===== src/rtl/cb_seq_ctrl_pkg.sv =====
`default_nettype none
//==========================================================================
// cb_seq_ctrl_pkg : shared types and constants for the CB sequencer
// Rev 1.0
//==========================================================================
package cb_seq_ctrl_pkg;

  localparam int KW_DEF  = 13;
  localparam int CW_DEF  = 5;
  localparam int FW_DEF  = 6;
  localparam int CRC_LEN = 24;

  typedef enum logic [2:0] {
    S_IDLE   = 3'd0,
    S_LOAD   = 3'd1,
    S_BSTART = 3'd2,
    S_FILL   = 3'd3,
    S_DATA   = 3'd4,
    S_CRCO   = 3'd5,
    S_FIN    = 3'd6
  } state_t;

  // The first c_minus blocks use K-, the rest K+.
  function automatic logic sel_kplus(input int unsigned blk, input int unsigned c_minus);
    return blk >= c_minus;
  endfunction

endpackage
`default_nettype wire


===== src/rtl/cb_seq_ctrl_if.sv =====
`default_nettype none
//==========================================================================
// cb_seq_ctrl_if : segmentation descriptor handshake bus
// Rev 1.0
//==========================================================================
interface cb_seq_ctrl_if #(
  parameter int KW = cb_seq_ctrl_pkg::KW_DEF,
  parameter int CW = cb_seq_ctrl_pkg::CW_DEF,
  parameter int FW = cb_seq_ctrl_pkg::FW_DEF
);
  logic          desc_valid;
  logic          desc_ready;
  logic [CW-1:0] c_num;
  logic [CW-1:0] c_minus;
  logic [KW-1:0] k_plus;
  logic [KW-1:0] k_minus;
  logic [FW-1:0] f_num;

  modport master (
    output desc_valid, c_num, c_minus, k_plus, k_minus, f_num,
    input  desc_ready
  );

  modport slave (
    input  desc_valid, c_num, c_minus, k_plus, k_minus, f_num,
    output desc_ready
  );
endinterface
`default_nettype wire


===== src/rtl/cb_len_calc.sv =====
`default_nettype none
//==========================================================================
// cb_len_calc : per-block filler / data lengths and K+/K- select
// Rev 1.0
//==========================================================================
module cb_len_calc
  import cb_seq_ctrl_pkg::*;
#(
  parameter int KW = KW_DEF,
  parameter int CW = CW_DEF,
  parameter int FW = FW_DEF
) (
  input  logic [CW-1:0] blk,
  input  logic [CW-1:0] c_num,
  input  logic [CW-1:0] c_minus,
  input  logic [KW-1:0] k_plus,
  input  logic [KW-1:0] k_minus,
  input  logic [FW-1:0] f_num,
  output logic          kplus_sel,
  output logic          multi,
  output logic [KW-1:0] fill_len,
  output logic [KW-1:0] data_len
);
  logic [KW-1:0] w_k_len;
  logic [KW-1:0] w_crc_len;

  always_comb begin
    kplus_sel = sel_kplus(32'(blk), 32'(c_minus));
    multi     = (c_num > CW'(1));
    w_k_len   = kplus_sel ? k_plus : k_minus;
    fill_len  = (blk == '0) ? KW'(f_num) : '0;
    w_crc_len = multi ? KW'(CRC_LEN) : '0;
    data_len  = w_k_len - fill_len - w_crc_len;
  end
endmodule
`default_nettype wire


===== src/rtl/cb_seq_ctrl.sv =====
`default_nettype none
//==========================================================================
// cb_seq_ctrl : walks C code blocks emitting filler, data and CRC framing
// Rev 1.0
//==========================================================================
module cb_seq_ctrl
  import cb_seq_ctrl_pkg::*;
#(
  parameter int KW = KW_DEF,
  parameter int CW = CW_DEF,
  parameter int FW = FW_DEF
) (
  input  logic         clk,
  input  logic         reset,
  cb_seq_ctrl_if.slave desc,
  input  logic         fifo_empty,
  output logic         fifo_rd,
  output logic         mux_fill,
  output logic         mux_crc,
  output logic         crc_init,
  output logic         crc_en,
  output logic         crc_nshift,
  output logic         bit_valid,
  output logic         start,
  output logic         stop,
  output logic         filling,
  output logic         crc,
  output logic         block_size,
  output logic         busy,
  output logic         done,
  output logic         size_err
);
  state_t        r_state, w_state_nxt;
  logic [CW-1:0] r_c, r_cm, r_blk;
  logic [KW-1:0] r_kp, r_km, r_cnt;
  logic [FW-1:0] r_f;
  logic          r_first;

  logic          w_kplus, w_multi;
  logic [KW-1:0] w_fill_len, w_data_len, w_thr;
  logic          w_size_bad, w_last_blk, w_fill_last, w_data_last, w_crc_last;
  state_t        w_eob_state, w_after_data, w_after_fill;

  cb_len_calc #(.KW(KW), .CW(CW), .FW(FW)) u_len_calc (
    .blk       (r_blk),
    .c_num     (r_c),
    .c_minus   (r_cm),
    .k_plus    (r_kp),
    .k_minus   (r_km),
    .f_num     (r_f),
    .kplus_sel (w_kplus),
    .multi     (w_multi),
    .fill_len  (w_fill_len),
    .data_len  (w_data_len)
  );

  always_comb begin
    w_thr        = KW'(CRC_LEN) + KW'(r_f);
    w_size_bad   = (r_c > CW'(1)) && (((r_cm != '0) && (r_km <= w_thr)) || (r_kp <= w_thr));
    w_last_blk   = ({1'b0, r_blk} + {{CW{1'b0}}, 1'b1}) >= {1'b0, r_c};
    w_fill_last  = (r_cnt == w_fill_len - KW'(1));
    w_data_last  = (r_cnt == w_data_len - KW'(1));
    w_crc_last   = (r_cnt == KW'(CRC_LEN - 1));
    w_eob_state  = w_last_blk ? S_FIN : S_BSTART;
    w_after_data = w_multi ? S_CRCO : w_eob_state;
    w_after_fill = (w_data_len == '0) ? w_after_data : S_DATA;
  end

  always_ff @(posedge clk or negedge reset) begin
    if (!reset) r_state <= S_IDLE;
    else        r_state <= w_state_nxt;
  end

  always_comb begin
    w_state_nxt = r_state;
    case (r_state)
      S_IDLE:   if (desc.desc_valid) w_state_nxt = S_LOAD;
      S_LOAD: begin
        if (r_c == '0)      w_state_nxt = S_FIN;
        else if (w_size_bad) w_state_nxt = S_IDLE;
        else                w_state_nxt = S_BSTART;
      end
      S_BSTART: w_state_nxt = (w_fill_len != '0) ? S_FILL : w_after_fill;
      S_FILL:   if (w_fill_last) w_state_nxt = w_after_fill;
      S_DATA:   if (!fifo_empty && w_data_last) w_state_nxt = w_after_data;
      S_CRCO:   if (w_crc_last) w_state_nxt = w_eob_state;
      S_FIN:    w_state_nxt = S_IDLE;
      default:  w_state_nxt = S_IDLE;
    endcase
  end

  always_comb begin
    desc.desc_ready = 1'b0;
    fifo_rd    = 1'b0;
    mux_fill   = 1'b0;
    mux_crc    = 1'b0;
    crc_init   = 1'b0;
    crc_en     = 1'b0;
    crc_nshift = 1'b1;
    bit_valid  = 1'b0;
    stop       = 1'b0;
    filling    = 1'b0;
    crc        = 1'b0;
    block_size = 1'b0;
    done       = 1'b0;
    size_err   = 1'b0;
    busy       = (r_state != S_IDLE);
    case (r_state)
      // Gated by reset so the bus never sees ready while held in reset.
      S_IDLE:   desc.desc_ready = reset;
      S_LOAD:   size_err = (r_c != '0) && w_size_bad;
      S_BSTART: begin
        crc_init   = 1'b1;
        block_size = w_kplus;
      end
      S_FILL: begin
        bit_valid  = 1'b1;
        filling    = 1'b1;
        crc_en     = 1'b1;
        block_size = w_kplus;
        stop       = w_fill_last && (w_data_len == '0) && !w_multi;
      end
      S_DATA: begin
        mux_fill   = 1'b1;
        fifo_rd    = !fifo_empty;
        crc_en     = !fifo_empty;
        bit_valid  = !fifo_empty;
        block_size = w_kplus;
        stop       = !fifo_empty && w_data_last && !w_multi;
      end
      S_CRCO: begin
        mux_crc    = 1'b1;
        crc_nshift = 1'b0;
        crc        = 1'b1;
        bit_valid  = 1'b1;
        block_size = w_kplus;
        stop       = w_crc_last;
      end
      S_FIN:    done = 1'b1;
      default:  ;
    endcase
    start = bit_valid && r_first;
  end

  always_ff @(posedge clk or negedge reset) begin
    if (!reset) begin
      r_c     <= '0;
      r_cm    <= '0;
      r_kp    <= '0;
      r_km    <= '0;
      r_f     <= '0;
      r_blk   <= '0;
      r_cnt   <= '0;
      r_first <= 1'b0;
    end else begin
      if (r_state == S_IDLE && desc.desc_valid) begin
        r_c  <= desc.c_num;
        r_cm <= desc.c_minus;
        r_kp <= desc.k_plus;
        r_km <= desc.k_minus;
        r_f  <= desc.f_num;
      end
      if (r_state == S_LOAD)
        r_blk <= '0;
      else if (w_state_nxt == S_BSTART)
        r_blk <= r_blk + CW'(1);
      // Each phase restarts the bit count; stalled DATA cycles hold it.
      if (w_state_nxt != r_state)
        r_cnt <= '0;
      else if (bit_valid)
        r_cnt <= r_cnt + KW'(1);
      if (r_state == S_BSTART)
        r_first <= 1'b1;
      else if (bit_valid)
        r_first <= 1'b0;
    end
  end
endmodule
`default_nettype wire

===== src/flat_wrapper.sv =====
// flat-port wrapper written by rule: the top's interface ports become plain ports
module cb_seq_ctrl_flat import cb_seq_ctrl_pkg::*;
#(
  parameter int KW = KW_DEF,
  parameter int CW = CW_DEF,
  parameter int FW = FW_DEF
)
  (clk, reset, fifo_empty, fifo_rd, mux_fill, mux_crc, crc_init, crc_en, crc_nshift, bit_valid, start, stop, filling, crc, block_size, busy, done, size_err, desc_desc_valid, desc_c_num, desc_c_minus, desc_k_plus, desc_k_minus, desc_f_num, desc_desc_ready);
  cb_seq_ctrl_if #(.KW(KW), .CW(CW), .FW(FW)) desc_i ();
  input  logic clk;
  input  logic reset;
  input  logic fifo_empty;
  output logic fifo_rd;
  output logic mux_fill;
  output logic mux_crc;
  output logic crc_init;
  output logic crc_en;
  output logic crc_nshift;
  output logic bit_valid;
  output logic start;
  output logic stop;
  output logic filling;
  output logic crc;
  output logic block_size;
  output logic busy;
  output logic done;
  output logic size_err;
  input wire logic [$bits(desc_i.desc_valid)-1:0] desc_desc_valid;
  input wire logic [$bits(desc_i.c_num)-1:0] desc_c_num;
  input wire logic [$bits(desc_i.c_minus)-1:0] desc_c_minus;
  input wire logic [$bits(desc_i.k_plus)-1:0] desc_k_plus;
  input wire logic [$bits(desc_i.k_minus)-1:0] desc_k_minus;
  input wire logic [$bits(desc_i.f_num)-1:0] desc_f_num;
  output wire logic [$bits(desc_i.desc_ready)-1:0] desc_desc_ready;
  assign desc_i.desc_valid = desc_desc_valid;
  assign desc_i.c_num = desc_c_num;
  assign desc_i.c_minus = desc_c_minus;
  assign desc_i.k_plus = desc_k_plus;
  assign desc_i.k_minus = desc_k_minus;
  assign desc_i.f_num = desc_f_num;
  assign desc_desc_ready = desc_i.desc_ready;
  cb_seq_ctrl #(.KW(KW), .CW(CW), .FW(FW)) u_core (.clk(clk), .reset(reset), .desc(desc_i), .fifo_empty(fifo_empty), .fifo_rd(fifo_rd), .mux_fill(mux_fill), .mux_crc(mux_crc), .crc_init(crc_init), .crc_en(crc_en), .crc_nshift(crc_nshift), .bit_valid(bit_valid), .start(start), .stop(stop), .filling(filling), .crc(crc), .block_size(block_size), .busy(busy), .done(done), .size_err(size_err));
endmodule

===== config.mk =====
export PLATFORM = sky130hd
export DESIGN_NAME = cb_seq_ctrl_flat
export DESIGN_NICKNAME = d
export VERILOG_FILES = /design/src/rtl/cb_seq_ctrl_pkg.sv /design/src/rtl/cb_seq_ctrl_if.sv /design/src/rtl/cb_len_calc.sv /design/src/rtl/cb_seq_ctrl.sv /design/src/flat_wrapper.sv
export SDC_FILE = /design/constraint.sdc
export NUM_CORES = 1
export LEC_CHECK = 0
export CORE_UTILIZATION = 50
export CTS_CLUSTER_DIAMETER = 150
export DETAILED_ROUTE_END_ITERATION = 8
export PLACE_DENSITY = 0.72
export RECOVER_POWER = 50
export SLEW_MARGIN = 20
export SYNTH_ARGS = -nofsm -noshare
export SYNTH_HDL_FRONTEND = slang
export SYNTH_HIERARCHICAL = 1
export SYNTH_SLANG_ARGS = --single-unit

===== constraint.sdc =====
create_clock -name clk -period 7.9 [get_ports clk]
set_clock_uncertainty 0.2 [all_clocks]
set_input_delay 1.185 -clock clk [delete_from_list [all_inputs] [get_ports clk]]
set_output_delay 1.185 -clock clk [all_outputs]
set_load 0.02 [all_outputs]

Word level (Yosys, flattened, before mapping)
Cells that the tools add are included.

Bits in registers: 64. Input bits: 46. Word-level logic and storage cells: 91.

$add $sub $neg: 8. $lt $le $gt $ge: 5. Equal/unequal tests: 11. Mux-type cells: 33. Reductions and logical operators: 25.

Operator list (count): two-way mux 13 bit (3); two-way mux 3 bit (9); equality test 13 bit (2); less-or-equal comparator 13 bit (2); one-hot mux 3 bit (6 select lines) (1); two-way mux 5 bit (3); adder 13 x 1 -> 13 bit, second input constant (1); equality test 13 x 5 -> 1 bit, second input constant (1); zero test 13 bit (1); nonzero test 13 bit (1); subtractor 13 x 1 -> 13 bit, second input constant (1); subtractor 13 x 5 -> 13 bit (1); subtractor 13 x 6 -> 13 bit (1); two-way mux 1 bit (12); zero test 5 bit (2); nonzero test 5 bit (2); equality test 3 x 2 -> 1 bit, second input constant (3); equality test 3 bit, second input constant (3); logical AND 1 bit (9); adder 5 x 6 -> 7 bit, first input constant (1); subtractor 6 x 1 -> 7 bit, second input constant (1); adder 5 x 1 -> 6 bit, second input constant (1); greater-or-equal comparator 6 x 5 -> 1 bit (1); two-way mux 6 bit (1); 15 further kinds (19).

Longest topological paths before layout
Gate-level depths: netlist (run 1).

Depth after elaboration: 12. Depth in mapped cells: 27.

Modules after synthesis
Netlist (run 1), hierarchy kept.

Modules (own cells, without submodules): cb_seq_ctrl (instances 1, cells each 481, area an instance 4504.3 µm²); cb_len_calc (instances 1, cells each 112, area an instance 913.4 µm²).

Worst setup path after synthesis (run 1)
OpenSTA, ideal clock, no wires.

Path type: reg2out. From: register u_core.r_blk[2]. To: output stop. Arrival time: 5.561 ns. Data required time: 6.515 ns. Path slack: 0.954 ns. Cell stages (with the launch flop): 23. Path through: dfrtp_1 > ha_1 > a21oi_1 > o21a_1 > o21a_1 > buf_6 > buf_12 > mux2_2 > fa_1 > ha_1 > a21o_1 > a21o_1 > a221o_1 > a41oi_2 > nand3_1 > xor2_1 > or3_1 > nor3_1 > xor2_1 > o31ai_1 > nand4_1 > o32a_1 > o21ai_0.

Word-level cells in the longest chain between the ends: 9.

RTL lines: from (decl) (RTL line cb_seq_ctrl.sv:34) `logic [CW-1:0] r_c, r_cm, r_blk;`; from (signal assigned) (RTL line cb_seq_ctrl.sv:166) `r_blk <= r_blk + CW'(1);`; greater-or-equal comparator 5 bit or zero test 5 bit (tied branches) (RTL line cb_seq_ctrl_pkg.sv:25, cb_len_calc.sv:31); two-way mux 13 bit or two-way mux 6 bit (tied branches) (RTL line cb_len_calc.sv:30, cb_len_calc.sv:31); subtractor 13 x 6 -> 13 bit (*) (RTL line cb_len_calc.sv:33) `data_len = w_k_len - fill_len - w_crc_len;`; subtractor 13 x 5 -> 13 bit (*) (RTL line cb_len_calc.sv:33); via u_core.w_data_len[9] (RTL line cb_seq_ctrl.sv:40) `logic [KW-1:0] w_fill_len, w_data_len, w_thr;`; subtractor 13 x 1 -> 13 bit (RTL line cb_seq_ctrl.sv:62) `w_data_last = (r_cnt == w_data_len - KW'(1));`; equality test 13 bit (RTL line cb_seq_ctrl.sv:62); logical AND 1 bit (2 in a row) (RTL line cb_seq_ctrl.sv:129) `stop = !fifo_empty && w_data_last && !w_multi;`; one-hot mux 1 bit (3 select lines) (*) (RTL line cb_seq_ctrl.sv:108) `case (r_state)`; to (decl) (RTL line flat_wrapper.sv:21) `output logic stop;`.

Mark *: on every way through the listed nets, which the timed path passes. The rest lies on a longest branch.

Worst setup path after layout (run 1)
Ends and elaborated chain as after synthesis.

==> results of run 1 <==
## final timing paths
path | start | to | slack [ns]
worst max-delay path | u_core/r_blk[2] | stop | 0.43
worst min-delay path | u_core/r_first | u_core/r_first | 0.31
worst max register to register | u_core/r_blk[2] | u_core/r_cnt[0] | 1.44
worst min register to register | u_core/r_first | u_core/r_first | 0.31
max in group asynchronous | reset | u_core/r_km[0] | 3.63
min in group asynchronous | reset | u_core/r_first | 1.88
## registers in the layout, summed over array words and instances, names as in the netlist
| signal | count |
|---|---|
| u_core/r_blk | 5 |
| u_core/r_c | 5 |
| u_core/r_kp | 13 |
| u_core/r_state | 3 |
| u_core/r_cnt | 13 |
| u_core/r_f | 6 |
| u_core/r_cm | 5 |
| u_core/r_km | 13 |
| u_core/r_first | 1 |
## through the flow
step / setup WS (ns) / cell area (um^2) / hold slack (ns) / std cells
floorplan: 0.954 / 5440 / 0.278 / 599
global placement: 0.649 / 6060 / 0.300 / 768
detailed placement: 0.470 / 6060 / 0.301 / 768
CTS: 0.0192 / 6290 / 0.317 / 784
global route: -0.00356 / 6310 / 0.337 / 784
finish: 0.430 / 6310 / 0.315 / 784
## per-layer routing
layer	vias to the layer above	part of all wire [%]	GRT usage, %
met2	105	49	40.8
met3	22	4.1	4.05
li1	2199	-	-
met5	-	0	0
met1	2185	45	31.8
met4	0	2.1	9.13
## cell usage after synthesis, types with 5 or more instances
master     n
nand4_1    8
o211ai_1   5
nor4_1     6
dfrtp_1   64
mux2i_1   15
ha_1      37
a31oi_1    8
o21a_1     7
or3_1      5
o22ai_1    5
inv_1     43
nand2_1   40
and4_1     5
xor2_1    24
mux2_2    35
or4_1      6
nand2b_1  14
nor3_1    13
nand3b_1   6
o21ai_0   22
and2_1    10
nor2_1    43
a21oi_1   13
clkbuf_1  13
xnor2_1   30
o21bai_1   5
buf_4      9
and3_1     5
nand3_1   16
## critical path, delay by kind of cell, from the launching register on
kind / cells / cell delay [ns]
muxes: 1 / 0.35
AOI/OAI and AO/OA: 10 / 2.25
adders and majority gates: 3 / 1.15
DFF: 1 / 0.46
and+or+nand+nor: 4 / 0.99
buffers and inverters: 1 / 0.21
xor gates and xnor gates: 2 / 0.33
## final cells by class
type | instances | share of cell area, %
clock inverters | 6 | 1.47
clock buffers | 10 | 2.18
inverters | 44 | 2.62
repair buffers | 65 | 9.87
flip-flops and latches | 64 | 25.4
multi-input cells | 459 | 55.8
well taps | 136 | 2.70
## cells by family (layout without fill, tap and decap cells)
group / count (synthesis) / after routing / share of synthesized area (%)
flip-flops: 64 / 64 / 29.6
AO/OA/AOI/OAI: 102 / 102 / 13.2
AND/OR/NAND/NOR: 203 / 203 / 21.1
XOR/XNOR: 55 / 55 / 9.15
adder cells (fa/ha/maj): 40 / 40 / 9.65
multiplexers: 52 / 52 / 10.9
other: 1 / 7 / 0.0692
buffers and inverters: 76 / 125 / 6.42
==> flow_metrics.tcl, run 1 <==
set metrics [dict create \
    hold_path_class "flop to flop" \
    synth_top_area_cell "dfrtp_1" \
    clk_latency_ns 0.35 \
    ant_nets 0 \
    final_common_cell "dfrtp_1" \
    wl_per_cell_um 16.4 \
    arrival_ns 6.09 \
    worstPathCellList "ha_1 -> a21oi_1 -> o21a_1 -> o21a_1 -> mux2_2 -> fa_1 -> ha_1 -> a21o_1 -> a21o_1 -> a221o_1 -> a41oi_2 -> nand3_1 -> xor2_2 -> or3_1 -> nor3_1 -> xor2_1 -> o31ai_2 -> nand4_1 -> o32a_1 -> o21ai_0 -> clkbuf_2" \
    synth_area_per_cell_um2 9.14 \
    cpMaxStageDelayCell "dfrtp_1" \
    synth-seq-cells 64 \
    die_h_um 106 \
    worst_setup_path_start_kind "flop" \
    post_cts_buffers 0 \
    start_util_pct 52.0 \
    gr-total-overflow 0 \
    ctsRootBufferMaster "clkbuf_8" \
    grtUsageTotal_pct 24.5 \
    crit_path_end_kind "primary output" \
    synth_top_area_share_pct 29.6 \
    grt_max_degree 66 \
    netlist_area_mm2 0.00542 \
    numPortBuffers 61 \
    async_flop_share_pct 100 \
    worstSetupPathType "flop to primary output" \
    fillerInstances 927 \
    cp.required_ns 6.51 \
    fp.dieW_um 106 \
    fin_crit_sh_pct 94.6 \
    syn2layout_area_growth_pct 16.5 \
    num_antenna_cells 0 \
    dieArea_mm2 0.0113 \
    drive_above_1_share_pct 12.2 \
    synth_edf_count 0 \
    fp-row-count 37 \
    ys_seq_area_share_pct 29.6 \
    max_freq_mhz 134 \
    drt-total-wl_um 12800 \
    place.detailed.hpwl_um 10000 \
    seqCellArea_mm2 0.00160 \
    cts_num_sinks 64 \
    place.gp.congestion 0.902 \
    path_clk_slew_ns 0.08 \
    hold_viol 0 \
    num_io_pins 62 \
    cts_max_level 3 \
    cts_resized 0 \
    tightest_slew_ns 3.45 \
    setup_viol 0 \
    multi_input_area_mm2 0.00352 \
    slowest_delay_ns 0.46 \
    cts_hold_buf 0 \
    cp_max_fo 7 \
    drv_cap 2 \
    grt_pass1_wl_um 21800 \
    synthDistinctLibCells 77 \
    cts_tree "yes" \
    ys_warn_count 6 \
    fin_crit_ns 7.47 \
    core-area_mm2 0.0104 \
    grt_pass1_vias 4478 \
    numCtsBuffers 9 \
    violations "max-capacitance violations, max-slew violations" \
    cts_max_path_buffers 2 \
    nets 729 \
    r2r_cells 22 \
    timing.slew.headroom_pct -130 \
    post_synth_main_area_contributors "dfrtp_1 30%, ha_1 8.5%, mux2_2 7.3%" \
    utilization_pct 60.6 \
    outcome "complete, but fails checks" \
    dr_total_vias 4511 \
    finalMaxSlewViolations 120 \
    via_per_inst 5.75 \
    firstDrtPassIters 4 \
    drt_iter0_markers 248 \
    syn_inst 593 \
    final_cell_mix "64 x dfrtp_1, 58 x clkdlybuf4s50_1, 43 x inv_1, 43 x nor2_1, 40 x nand2_1" \
    fin_tns_setup_ns 0 \
    drc 0 \
    ys.flop_type "dfrtp_1" \
    holdPathStages 2 \
    antenna_found_initial 0 \
]
Power of run 1 is not shown: default switching activity piles up to over one toggle a cycle in this logic, so the estimate is an artifact.
==> inputs of run 2 (changes only) <==
Settings changed: GPL_TIMING_DRIVEN from default to 0.
==> flow_metrics.tcl, run 2 (synthesis results as in run 1) <==
set metrics [dict create \
    outcome "complete, but fails checks" \
    violations "max-capacitance violations, max-slew violations" \
    antenna_found_initial 0 \
    path_clk_slew_ns 0.08 \
    dp.cells 797 \
    drt-total-wl_um 13200 \
    path_buf_inv 3 \
    finalMaxSlewViolations 44 \
    fin_crit_sh_pct 95.4 \
    via_per_inst 5.63 \
    timing.rr.end "u_core/r_cnt[3]" \
    drc 0 \
    setup_viol 0 \
    cts_max_path_buffers 2 \
    slowest_delay_ns 0.46 \
    final_cell_mix "63 x dfrtp_1, 57 x clkdlybuf4s50_1, 43 x inv_1, 43 x nor2_1, 40 x nand2_1" \
    fillerInstances 928 \
    r2r_cells 25 \
    r2r_setup_slack_ns 1.27 \
    wl_per_cell_um 16.3 \
    cts_hold_buf 0 \
    core-area_mm2 0.0104 \
    place.detailed.hpwl_um 10600 \
    nets 759 \
    crit_family "compound AO/OA/AOI/OAI gates" \
    cts_num_sinks 64 \
    cts_max_level 3 \
    die_h_um 106 \
    top_regs "u_core/r_cnt: 13 flops, u_core/r_km: 13 flops, u_core/r_kp: 13 flops" \
    num_antenna_cells 0 \
    fp.dieW_um 106 \
    hold_viol 0 \
    layout.cells.non_filler 813 \
    holdPathStages 2 \
    drive_above_1_share_pct 14.3 \
    cp_max_fo 10 \
    arrival_ns 6.15 \
    cp.required_ns 6.51 \
    crit_path_end_kind "primary output" \
    start_util_pct 52.0 \
    tightest_slew_ns 2.28 \
    grt_pass1_vias 4630 \
    worst_setup_path_start_kind "flop" \
    dieArea_mm2 0.0113 \
    final_common_cell "dfrtp_1" \
    grt_pass1_wl_um 22200 \
    place.gp.congestion 0.895 \
    dr_total_vias 4576 \
    gr-total-overflow 0 \
    drt_iter0_markers 231 \
    holdPathEnd "u_core/r_first" \
    max_freq_mhz 133 \
    timing.slew.headroom_pct -52.2 \
    worstSetupPathType "flop to primary output" \
    cpMaxStageDelayCell "dfrtp_2" \
    cts_tree "yes" \
    hold_path_class "flop to flop" \
    firstDrtPassIters 4 \
    numCtsBuffers 9 \
    clk_latency_ns 0.35 \
    min-delay-start "u_core/r_first" \
    worstPathCellList "ha_1 -> a21oi_1 -> o21a_1 -> o21a_1 -> buf_6 -> buf_12 -> mux2_2 -> fa_1 -> ha_1 -> a21o_1 -> a21o_1 -> a221o_1 -> a41oi_2 -> nand3_1 -> xor2_2 -> or3_1 -> nor4_2 -> xnor2_1 -> nor3_2 -> nand4_1 -> o32a_1 -> o21ai_1 -> buf_4" \
    fp-row-count 37 \
    fin_crit_ns 7.54 \
    reg2reg_from "u_core/r_blk[2]" \
    ctsRootBufferMaster "clkbuf_8" \
    ant_nets 0 \
    drv_cap 1 \
    grtUsageTotal_pct 25.1 \
    numPortBuffers 61 \
    num_io_pins 62 \
    syn2layout_area_growth_pct 19.0 \
    grt_max_degree 44 \
]
-- run 2: changes by cell type in the layout (fill, tap and decap cells not counted), moves of 2 or more --
cell / delta
buf_2: +3
buf_4: +10
clkinv_2: +3
clkbuf_1: +12
nor4_1: -2
buf_1: +4
bufinv_16: -2
nor4_2: +2
clkinv_4: -2
-- run 2: timing repair --
item	in CTS	in global routing
resized for setup	5	14
buffers inserted	0	2
setup endpoints to repair	1	1
pin swaps	0	1
-- run 2: final cells by class --
type	count	area, um^2	share of cell area [%]
buffer	31	179	2.78
multi-input combinational	459	3550	55.0
clock inverter	6	37.5	0.582
inverter	44	165	2.56
tap	136	170	2.64
timing repair buffer	64	621	9.63
clock buffer	9	124	1.92
sequential	64	1600	24.9
-- run 2: worst min-delay path: stages (launching register included) --
cell	delay, ns
dfrtp_1	0.34
inv_1	0.04
o22ai_1	0.09
-- run 2: per-layer routing --
metal,part of all wire [%],global-route usage [%],vias up
li1,-,-,2268
met1,45,31.8,2161
met2,48,43.3,120
met3,3.7,3.43,27
met4,2.6,9.62,0
met5,0,0,-
-- run 2: worst max-delay path by stage --
| stage | endpoint | from | cells after the start | slack (ns) |
|---|---|---|---|---|
| after floorplan | stop | u_core/r_blk[2] | 22 | 0.95 |
| after global placement | stop | u_core/r_blk[2] | 23 | 0.23 |
| after detailed placement | stop | u_core/r_blk[4] | 22 | 0.12 |
| after CTS | stop | u_core/r_blk[2] | 23 | 0.08 |
| after global routing | stop | u_core/r_blk[2] | 23 | -0.002 |
| final | stop | u_core/r_blk[2] | 23 | 0.36 |
-- run 2: through the flow --
| stage | util, % | worst slack, ns | area, um^2 | TNS [ns] | hold slack, ns |
|---|---|---|---|---|---|
| after floorplan | - | 0.954 | 5440 | 0 | 0.278 |
| after global placement | 59.7 | 0.231 | 6220 | 0 | 0.295 |
| after detailed placement | 59.9 | 0.125 | 6240 | 0 | 0.298 |
| after CTS | 61.6 | 0.0750 | 6420 | 0 | 0.317 |
| after global routing | 61.9 | -0.00236 | 6450 | -0.00236 | 0.345 |
| final | 61.9 | 0.361 | 6450 | 0 | 0.319 |
Power of run 2 is left out for the same reason.
